$ cat src/rtl/top_k_pkg.sv
// Shared definitions for the top-k sorter: stream field positions, FSM states, parser opcodes.
package top_k_pkg;

    localparam int unsigned K_MAX_DEF = 16;
    localparam int unsigned DATA_W    = 32;
    localparam int unsigned TDATA_W   = DATA_W + 2;

    localparam int unsigned CLR_BIT   = 33;
    localparam int unsigned LAST_BIT  = 32;
    localparam int unsigned K_LSB     = 0;
    localparam int unsigned K_MSB     = 15;
    localparam int unsigned K_REQ_W   = K_MSB - K_LSB + 1;

    typedef enum logic [1:0] {
        COLLECT = 2'd0,
        EMIT    = 2'd1,
        DRAIN   = 2'd2
    } state_e;

    typedef enum logic [1:0] {
        ECHO  = 2'd0,
        TOP_K = 2'd1,
        MM    = 2'd2
    } opcode_e;

endpackage

$ cat src/rtl/top_k_insert_cell.sv
// One slot of the parallel insertion sorter; shifts in its left neighbour or the new value.
module top_k_insert_cell
    import top_k_pkg::*;
(
    input  logic              clk,
    input  logic              rst,
    input  logic              en_i,
    input  logic              clr_i,
    input  logic [DATA_W-1:0] v_i,
    input  logic [DATA_W-1:0] left_value_i,
    input  logic              left_vld_i,
    input  logic              left_ins_i,
    output logic [DATA_W-1:0] value_o,
    output logic              vld_o,
    output logic              ins_c_o
);

    logic [DATA_W-1:0] value_q, value_d;
    logic              vld_q, vld_d;

    // Strict compare so equal values keep the older entry ahead.
    assign ins_c_o = !vld_q || (v_i > value_q);
    assign value_o = value_q;
    assign vld_o   = vld_q;

    // Next slot contents: take the neighbour's entry if it moved down, else the new value.
    always_comb begin
        value_d = value_q;
        vld_d   = vld_q;
        if (clr_i) begin
            vld_d = 1'b0;
        end else if (en_i && ins_c_o) begin
            value_d = left_ins_i ? left_value_i : v_i;
            vld_d   = left_ins_i ? left_vld_i : 1'b1;
        end
    end

    // Slot storage.
    always_ff @(posedge clk or negedge rst) begin
        if (!rst) begin
            value_q <= '0;
            vld_q   <= 1'b0;
        end else begin
            value_q <= value_d;
            vld_q   <= vld_d;
        end
    end

endmodule

$ cat src/rtl/top_k_sorter.sv
// Running top-k sorter: collects a batch, then streams the k largest values out, largest first.
module top_k_sorter
    import top_k_pkg::*;
#(
    parameter int unsigned K_MAX = K_MAX_DEF
) (
    input  logic               clk,
    input  logic               rst,
    input  logic [TDATA_W-1:0] s_TDATA,
    input  logic               s_TVALID,
    output logic               s_TREADY,
    output logic [DATA_W-1:0]  m_TDATA,
    output logic               m_TVALID,
    input  logic               m_TREADY,
    output logic               m_TLAST
);

    localparam int unsigned CNT_W = $clog2(K_MAX) + 1;
    localparam int unsigned IDX_W = $clog2(K_MAX);

    state_e             state_q;
    logic [CNT_W-1:0]   k_q;
    logic [CNT_W-1:0]   cnt_q;
    logic [CNT_W-1:0]   idx_q;
    logic               s_rdy_q;
    logic               m_vld_q;
    logic               m_last_q;
    logic [DATA_W-1:0]  m_data_q;

    logic [DATA_W-1:0]  slot_val [K_MAX];
    logic               slot_vld [K_MAX];
    logic               slot_ins [K_MAX];

    logic               acc_c, is_clr_c, is_last_c, ins_en_c, final_hs_c, slot_clr_c;
    logic [DATA_W-1:0]  value_c, sel_val_c, emit_val_c;
    logic [K_REQ_W-1:0] k_req_c;
    logic [CNT_W-1:0]   k_clamp_c, n_c, sel_idx_c;
    logic               sel_last_c;

    assign acc_c      = s_TVALID & s_rdy_q;
    assign is_clr_c   = s_TDATA[CLR_BIT];
    assign is_last_c  = s_TDATA[LAST_BIT];
    assign value_c    = s_TDATA[DATA_W-1:0];
    assign k_req_c    = s_TDATA[K_MSB:K_LSB];
    assign ins_en_c   = acc_c & ~is_clr_c;
    assign final_hs_c = (state_q == EMIT) & m_vld_q & m_TREADY & m_last_q;
    assign slot_clr_c = (acc_c & is_clr_c) | final_hs_c;

    // Clamp the full 16-bit request before narrowing it to the counter width.
    assign k_clamp_c  = ((k_req_c == '0) || (k_req_c > K_REQ_W'(K_MAX))) ? CNT_W'(K_MAX)
                                                                          : CNT_W'(k_req_c);
    assign n_c        = (k_q < cnt_q) ? k_q : cnt_q;

    // Slot to present next: current index on first load, following index on each handshake.
    assign sel_idx_c  = m_vld_q ? (idx_q + CNT_W'(1)) : idx_q;
    assign sel_val_c  = slot_val[IDX_W'(sel_idx_c)];
    assign sel_last_c = (n_c == '0) || (sel_idx_c == (n_c - CNT_W'(1)));
    assign emit_val_c = (n_c == '0) ? '0 : sel_val_c;

    // Insertion chain; slot 0 has no left neighbour.
    for (genvar i = 0; i < int'(K_MAX); i++) begin : g_slot
        logic [DATA_W-1:0] left_val;
        logic              left_vld;
        logic              left_ins;
        if (i == 0) begin : g_head
            assign left_val = '0;
            assign left_vld = 1'b0;
            assign left_ins = 1'b0;
        end else begin : g_link
            assign left_val = slot_val[i-1];
            assign left_vld = slot_vld[i-1];
            assign left_ins = slot_ins[i-1];
        end
        top_k_insert_cell u_cell (
            .clk          (clk),
            .rst          (rst),
            .en_i         (ins_en_c),
            .clr_i        (slot_clr_c),
            .v_i          (value_c),
            .left_value_i (left_val),
            .left_vld_i   (left_vld),
            .left_ins_i   (left_ins),
            .value_o      (slot_val[i]),
            .vld_o        (slot_vld[i]),
            .ins_c_o      (slot_ins[i])
        );
    end

    // Batch control FSM with registered stream outputs.
    always_ff @(posedge clk or negedge rst) begin
        if (!rst) begin
            state_q  <= COLLECT;
            k_q      <= CNT_W'(K_MAX);
            cnt_q    <= '0;
            idx_q    <= '0;
            s_rdy_q  <= 1'b0;
            m_vld_q  <= 1'b0;
            m_last_q <= 1'b0;
            m_data_q <= '0;
        end else begin
            case (state_q)
                COLLECT: begin
                    s_rdy_q <= 1'b1;
                    if (acc_c) begin
                        if (is_clr_c) begin
                            k_q   <= k_clamp_c;
                            cnt_q <= '0;
                        end else begin
                            if (cnt_q < CNT_W'(K_MAX)) begin
                                cnt_q <= cnt_q + CNT_W'(1);
                            end
                            if (is_last_c) begin
                                state_q <= EMIT;
                                s_rdy_q <= 1'b0;
                                idx_q   <= '0;
                            end
                        end
                    end
                end
                EMIT: begin
                    if (!m_vld_q) begin
                        m_vld_q  <= 1'b1;
                        m_data_q <= emit_val_c;
                        m_last_q <= sel_last_c;
                    end else if (m_TREADY) begin
                        if (m_last_q) begin
                            m_vld_q  <= 1'b0;
                            m_last_q <= 1'b0;
                            m_data_q <= '0;
                            idx_q    <= '0;
                            cnt_q    <= '0;
                            state_q  <= DRAIN;
                        end else begin
                            idx_q    <= sel_idx_c;
                            m_data_q <= emit_val_c;
                            m_last_q <= sel_last_c;
                        end
                    end
                end
                DRAIN: begin
                    s_rdy_q <= 1'b1;
                    state_q <= COLLECT;
                end
                default: begin
                    state_q <= COLLECT;
                end
            endcase
        end
    end

    assign s_TREADY = s_rdy_q;
    assign m_TVALID = m_vld_q;
    assign m_TLAST  = m_last_q;
    assign m_TDATA  = m_data_q;

endmodule
$ cat config.mk
export PLATFORM = sky130hd
export DESIGN_NAME = top_k_sorter
export DESIGN_NICKNAME = d
export VERILOG_FILES = /design/src/rtl/top_k_pkg.sv /design/src/rtl/top_k_insert_cell.sv /design/src/rtl/top_k_sorter.sv
export SDC_FILE = /design/constraint.sdc
export NUM_CORES = 2
export LEC_CHECK = 0
export BUFFER_PORTS_ARGS = -buffer_cell sky130_fd_sc_hd__buf_2
export CORE_MARGIN = 4
export CORE_UTILIZATION = 30
export CTS_CLUSTER_SIZE = 24
export DETAILED_ROUTE_END_ITERATION = 8
export PLACE_DENSITY = 0.47
export SLEW_MARGIN = 20
export SYNTH_ARGS = -nofsm -noshare
export SYNTH_HDL_FRONTEND = slang
export SYNTH_SLANG_ARGS = --single-unit
$ cat constraint.sdc
create_clock -name clk -period 5.7 [get_ports clk]
set_input_delay 0.285 -clock clk [delete_from_list [all_inputs] [get_ports clk]]
set_output_delay 0.285 -clock clk [all_outputs]
set_load 0.01 [all_outputs]
Word level (Yosys, flattened, before mapping)
Cells that the tools add are included.
{ "totals": {"reg_bits": 580, "input_bits": 38, "out_inout_bits": 35, "elab_cells": 279} }
{ "op_classes": {"add_sub_neg": 3, "order_cmp": 20, "eq_ne": 11, "n_mux": 103, "bitwise_logic": 10, "reduce_logical": 92} }
{ "op_table": {"columns": ["cell", "count"], "rows": [
  ["$mux 32", 21],
  ["$gt 32x32->1", 16],
  ["$bmux 32 s4", 1],
  ["$mux 5", 15],
  ["$mux 1", 56],
  ["$reduce_bool 2->1", 18],
  ["$reduce_and 2->1", 17],
  ["$pmux 5 s2", 2],
  ["$logic_or 1x1->1", 18],
  ["$reduce_and 6->1", 3],
  ["$gt 16x5->1 const B", 1],
  ["$logic_and 1x1->1", 16],
  ["$logic_not 1->1", 16],
  ["$logic_not 16->1", 1],
  ["$ne 2x2->1 const B", 7],
  ["$mux 2", 6],
  ["$add 5x1->5 const B", 2],
  ["$and 1x1->1", 6],
  ["$eq 5x5->1", 1],
  ["$ge 5x5->1 const B", 1],
  ["$logic_not 5->1", 1],
  ["$lt 5x5->1", 1],
  ["$lt 5x5->1 const B", 1],
  ["$not 4->5", 1],
  ["other kinds (10)", 11]
]} }

Longest topological paths before layout
{ "logic_depth": {"ltp_word": 10, "mapped_depth": 13} }

Hierarchy
A second synthesis with hierarchy kept.
{ "unflattened": {"cells_unflattened": 4225, "hier_area_um2": 44899.3} }
{ "by_module_without_submodules": {"columns": ["mod", "n_inst", "cells_per_inst", "area_per_inst_um2", "seq_area_each_um2"], "rows": [
  ["top_k_insert_cell (g_slot[0].u_cell ...)", 15, 229, 2388.5, 825.8],
  ["top_k_sorter", 1, 558, 6547.5, 1302.5],
  ["top_k_insert_cell (g_slot[3].u_cell)", 1, 232, 2523.7, 825.8]
]} }

Least setup slack after synthesis
OpenSTA, ideal clock, no wires.
{ "synth_path": {"path_type": "in2reg", "start": "input port s_TDATA[0]", "end": "register g_slot[15].u_cell.value_q[4]", "setup_time_ns": 0.146, "t_arrival_ns": 3.504, "required_time_ns": 5.554, "path_slack_ns": 2.050, "path_stages": 13, "path_cell_list": "clkbuf_1 -> clkbuf_1 -> inv_1 -> ha_1 -> nand4_1 -> or4_1 -> o21bai_1 -> o22ai_1 -> a311oi_1 -> clkbuf_1 -> buf_2 -> mux2i_1 -> mux2i_1"} }
{ "synth_via": {"elab_chain_cells": 4, "elab_cells_between_ends": 7} }
{ "synth_rtl": {"columns": ["item", "line_no", "text"], "rows": [
  ["start, declared", "top_k_sorter.sv:9", "input logic [TDATA_W-1:0] s_TDATA,"],
  ["$gt 32x32->1", "top_k_insert_cell.sv:22", "assign ins_c_o = !vld_q || (v_i > value_q);"],
  ["$logic_or 1x1->1", "top_k_insert_cell.sv:22", null],
  ["$logic_and 1x1->1", "top_k_insert_cell.sv:32", "end else if (en_i && ins_c_o) begin"],
  ["$reduce_and 2->1 (no line)", null, null],
  ["end signal, assigned", "top_k_insert_cell.sv:44", "value_q <= value_d;"],
  ["end, declared", "top_k_insert_cell.sv:18", "logic [DATA_W-1:0] value_q, value_d;"]
]} }
Parallel ways exist; a longest one is shown, timed or not.
A chain may end at the register's enable or synchronous reset.

Final worst setup path
{ "layout_path": {"start": "register g_slot[11].u_cell.value_q[31]", "end": "register g_slot[12].u_cell.value_q[25]"} }
{ "layout_via": {"elab_chain_cells": 3} }
{ "layout_rtl": {"columns": ["item", "line_no", "text"], "rows": [
  ["start, declared", "top_k_insert_cell.sv:18", null],
  ["start signal, assigned", "top_k_insert_cell.sv:44", null],
  ["$gt 32x32->1", "top_k_insert_cell.sv:22", null],
  ["$logic_or 1x1->1", "top_k_insert_cell.sv:22", null],
  ["$mux 32", "top_k_insert_cell.sv:33", "value_d = left_ins_i ? left_value_i : v_i;"],
  ["end signal, assigned", "top_k_insert_cell.sv:44", null],
  ["end, declared", "top_k_insert_cell.sv:18", null]
]} }
Every way passes these cells.

==> results_dict.tcl <==
set metrics [dict create \
    status "completed" \
    nFillCells 15500 \
    required_ns 6.22 \
    die_w_um 395 \
    cp-end-kind "flip-flop" \
    yosysWarnings 0 \
    startpoint "g_slot[11].u_cell.value_o[31]" \
    root_buffer "clkbuf_16" \
    areaGrowthSynthToFinish_pct 12.2 \
    regToRegSetupSlack_ns 1.57 \
    ios 73 \
    port_buffers 72 \
    crit_fanout 32 \
    cts_buffer_depth 3 \
    cts.htree.levels 3 \
    ys_ff_latch 580 \
    r2r-end "g_slot[12].u_cell.value_o[25]" \
    num_vias 40000 \
    syn_area_per_cell_um2 8.40 \
    clk_pin_slew_ns 0.06 \
    finalHoldViolCount 0 \
    viasPerCell 5.48 \
    layout.nets 5793 \
    synth_edf_count 0 \
    syn-num-nets 5919 \
    drt_wl_total_mm 161 \
    yosysSeqAreaShare_pct 32.2 \
    startpoint_type "flip-flop" \
    grt.total_usage_pct 20.1 \
    worstSkewPairLatency_ns 0.68 \
    worstHoldPathType "in2reg" \
    initial_utilization_pct 30.3 \
    final_core_utilization_pct 34.0 \
    die_h_um 395 \
    fin_crit_ns 4.13 \
    power.density_mw_per_mm2 542 \
    yosysUniqueCellTypes 67 \
    numCtsBuffers 78 \
    cts_sinks 580 \
    grt_pass1_vias 39300 \
    worst_slew_pin_slew_ns 1.16 \
    synth_cells 5362 \
    setup_violations 0 \
    dr.pass1.iters 6 \
    post-route-worst-setup-slack_ns 1.57 \
    cts_setup_buffers 0 \
    slew_viol_final 0 \
    drc 0 \
    detail-route-antenna-nets 0 \
    min_to "g_slot[13].u_cell.value_o[27]" \
    num_rows 141 \
    post_drt_wl_per_cell_um 22.1 \
    rsz0062_at_grt "false" \
    yosysTopAreaCellShare_pct 32.2 \
    dp_hpwl_mm 117 \
    r2r_cells 9 \
    slew_headroom_pct 22.8 \
    fmax_mhz 242 \
    synth.cell_area_mm2 0.0450 \
    layout-drive-gt1-share_pct 7.95 \
    hold_depth 3 \
    cp.arrival_ns 4.65 \
    post-place-ws_ns 1.33 \
    grt_max_degree 132 \
    grt_overflow_total 0 \
    synth_top_area_cell "dfrtp_1" \
    fin_skew_ns 0.0265 \
    ir_worst_vdd_mv 0.336 \
    dieArea_mm2 0.156 \
    core_mm2 0.148 \
    timing.rr.start "g_slot[11].u_cell.value_o[31]" \
    ys.flop_type "dfrtp_1" \
    criticalPathCategory "reg2reg" \
    p_leak_nw 24.3 \
    drv_cap 0 \
    period_share_pct 72.5 \
    grt_pass1_wl_mm 247 \
    antenna_found_initial 8 \
    gp_congestion 0.848 \
    drt_iter0_drc 3135 \
    cts_tree "yes" \
    async_flop_share_pct 100 \
    hold_start "s_TDATA[27]" \
    setup_tns_ns 0 \
    ys_top_cells_by_area "dfrtp_1, ha_1, mux2i_1, a21oi_1, nand2_1" \
]
==> metal layers <==
layer / track usage (%) / share of wire (%) / wire (um)
met5: 0 / 0 / 0
met4: 4.84 / 2.4 / 3900
met3: 2.95 / 5.2 / 8440
met2: 31.8 / 45 / 72200
met1: 28.9 / 48 / 76900
==> cell families after synthesis <==
family | count (synthesis) | synth area share [%]
AO/OA/AOI/OAI | 1744 | 23.7
XOR/XNOR | 12 | 0.233
adder cells (fa/ha/maj) | 519 | 14.4
buffers and inverters | 938 | 7.92
flip-flops | 580 | 32.2
multiplexers | 462 | 10.4
AND/OR/NAND/NOR | 1107 | 11.1
==> synth_stat cells, drive strengths merged (32+ instances only) <==
library cell / instances
a21oi: 605
dfrtp: 579
nand2: 571
inv: 524
ha: 519
mux2i: 420
clkbuf: 382
o21ai: 342
a31oi: 263
nand3: 165
o211ai: 151
nor2: 123
nand4: 113
a311oi: 99
a211oi: 82
a22oi: 44
mux2: 42
a21o: 37
a22o: 36
buf: 32
==> placed cells by master, fill, tap and decap left out, drive strengths merged, types with 12 or more instances in the layout <==
master / n
a21oi: 605
dfrtp: 579
nand2: 571
inv: 528
ha: 519
mux2i: 420
o21ai: 342
a31oi: 263
buf: 204
nand3: 165
o211ai: 151
nor2: 123
nand4: 113
clkbuf: 110
a311oi: 99
a211oi: 82
a22oi: 44
mux2: 42
a21o: 37
a22o: 36
nor2b: 25
nor4: 25
nor3: 21
nand2b: 14
and3: 12
clkinv: 12
==> how the worst max path moves through the flow <==
stage | end | cells after the start
after detailed placement | g_slot[3].u_cell.value_o[6] | 12
after floorplan | g_slot[15].u_cell.value_o[4] | 13
after global placement | g_slot[3].u_cell.value_o[24] | 12
after CTS | g_slot[12].u_cell.value_o[25] | 9
final | g_slot[12].u_cell.value_o[25] | 9
after global routing | g_slot[12].u_cell.value_o[2] | 9
==> final cells by class <==
cell class                      instances  area, um2  share of cell area [%]
Clock buffer                          110       2280                    4.52
Tap cell                             2002       2500                    4.96
Sequential cell                       580      14500                    28.7
Timing Repair Buffer                  208       1570                    3.11
Antenna cell                            2       5.00                 0.00991
Clock inverter                         27        369                   0.731
Multi-Input combinational cell       3844      27300                    54.0
Inverter                              524       1970                    3.89
==> where the power goes <==
| group | switching, mW | internal [mW] | total (mW) |
|---|---|---|---|
| combinational | 9.12 | 5.19 | 14.3 |
| sequential | 1.81 | 6.00 | 7.81 |
| clock | 2.09 | 3.15 | 5.24 |
| total | 13.0 | 14.3 | 27.4 |
==> stage by stage <==
stage | std cells | total power [mW] | area (um2) | hold slack [ns]
6_report | 7297 | 27.4 | 50500 | 0.0571
4_1_cts | 7294 | 27.4 | 50500 | 0.00931
5_1_grt | 7295 | 29.7 | 50500 | 0.0471
3_3_place_gp | 7153 | 21.7 | 47800 | 0.366
2_1_floorplan | 5362 | 17.1 | 45000 | -0.0106
3_5_place_dp | 7153 | 22.0 | 47800 | 0.398
==> sequential cells by signal, summed over array words and instances, names as in the netlist <==
signal                 count
m_TDATA                   32
cnt_q                      5
state_q                    2
s_TREADY                   1
g_slot.u_cell.value_o    512
k_q                        5
m_TLAST                    1
m_TVALID                   1
idx_q                      5
g_slot.u_cell.vld_o       16
==> repair_timing <==
action                                 in CTS  in global routing
endpoints found under the hold margin      96                  0
hold buffers                                4                  0
gates resized for setup                     0                  0
==> worst max-delay path, stage by stage, from the launching register on <==
cell and delay [ns]:
dfrtp_1 0.42, inv_1 0.06, ha_1 0.35, nand4_1 0.24, or4b_1 0.65, or4_1 0.91, nor2b_1 0.27, a21o_1 0.59
a22oi_1 0.34, a31oi_1 0.12
No activity file was read; power rests on OpenSTA's default activity.
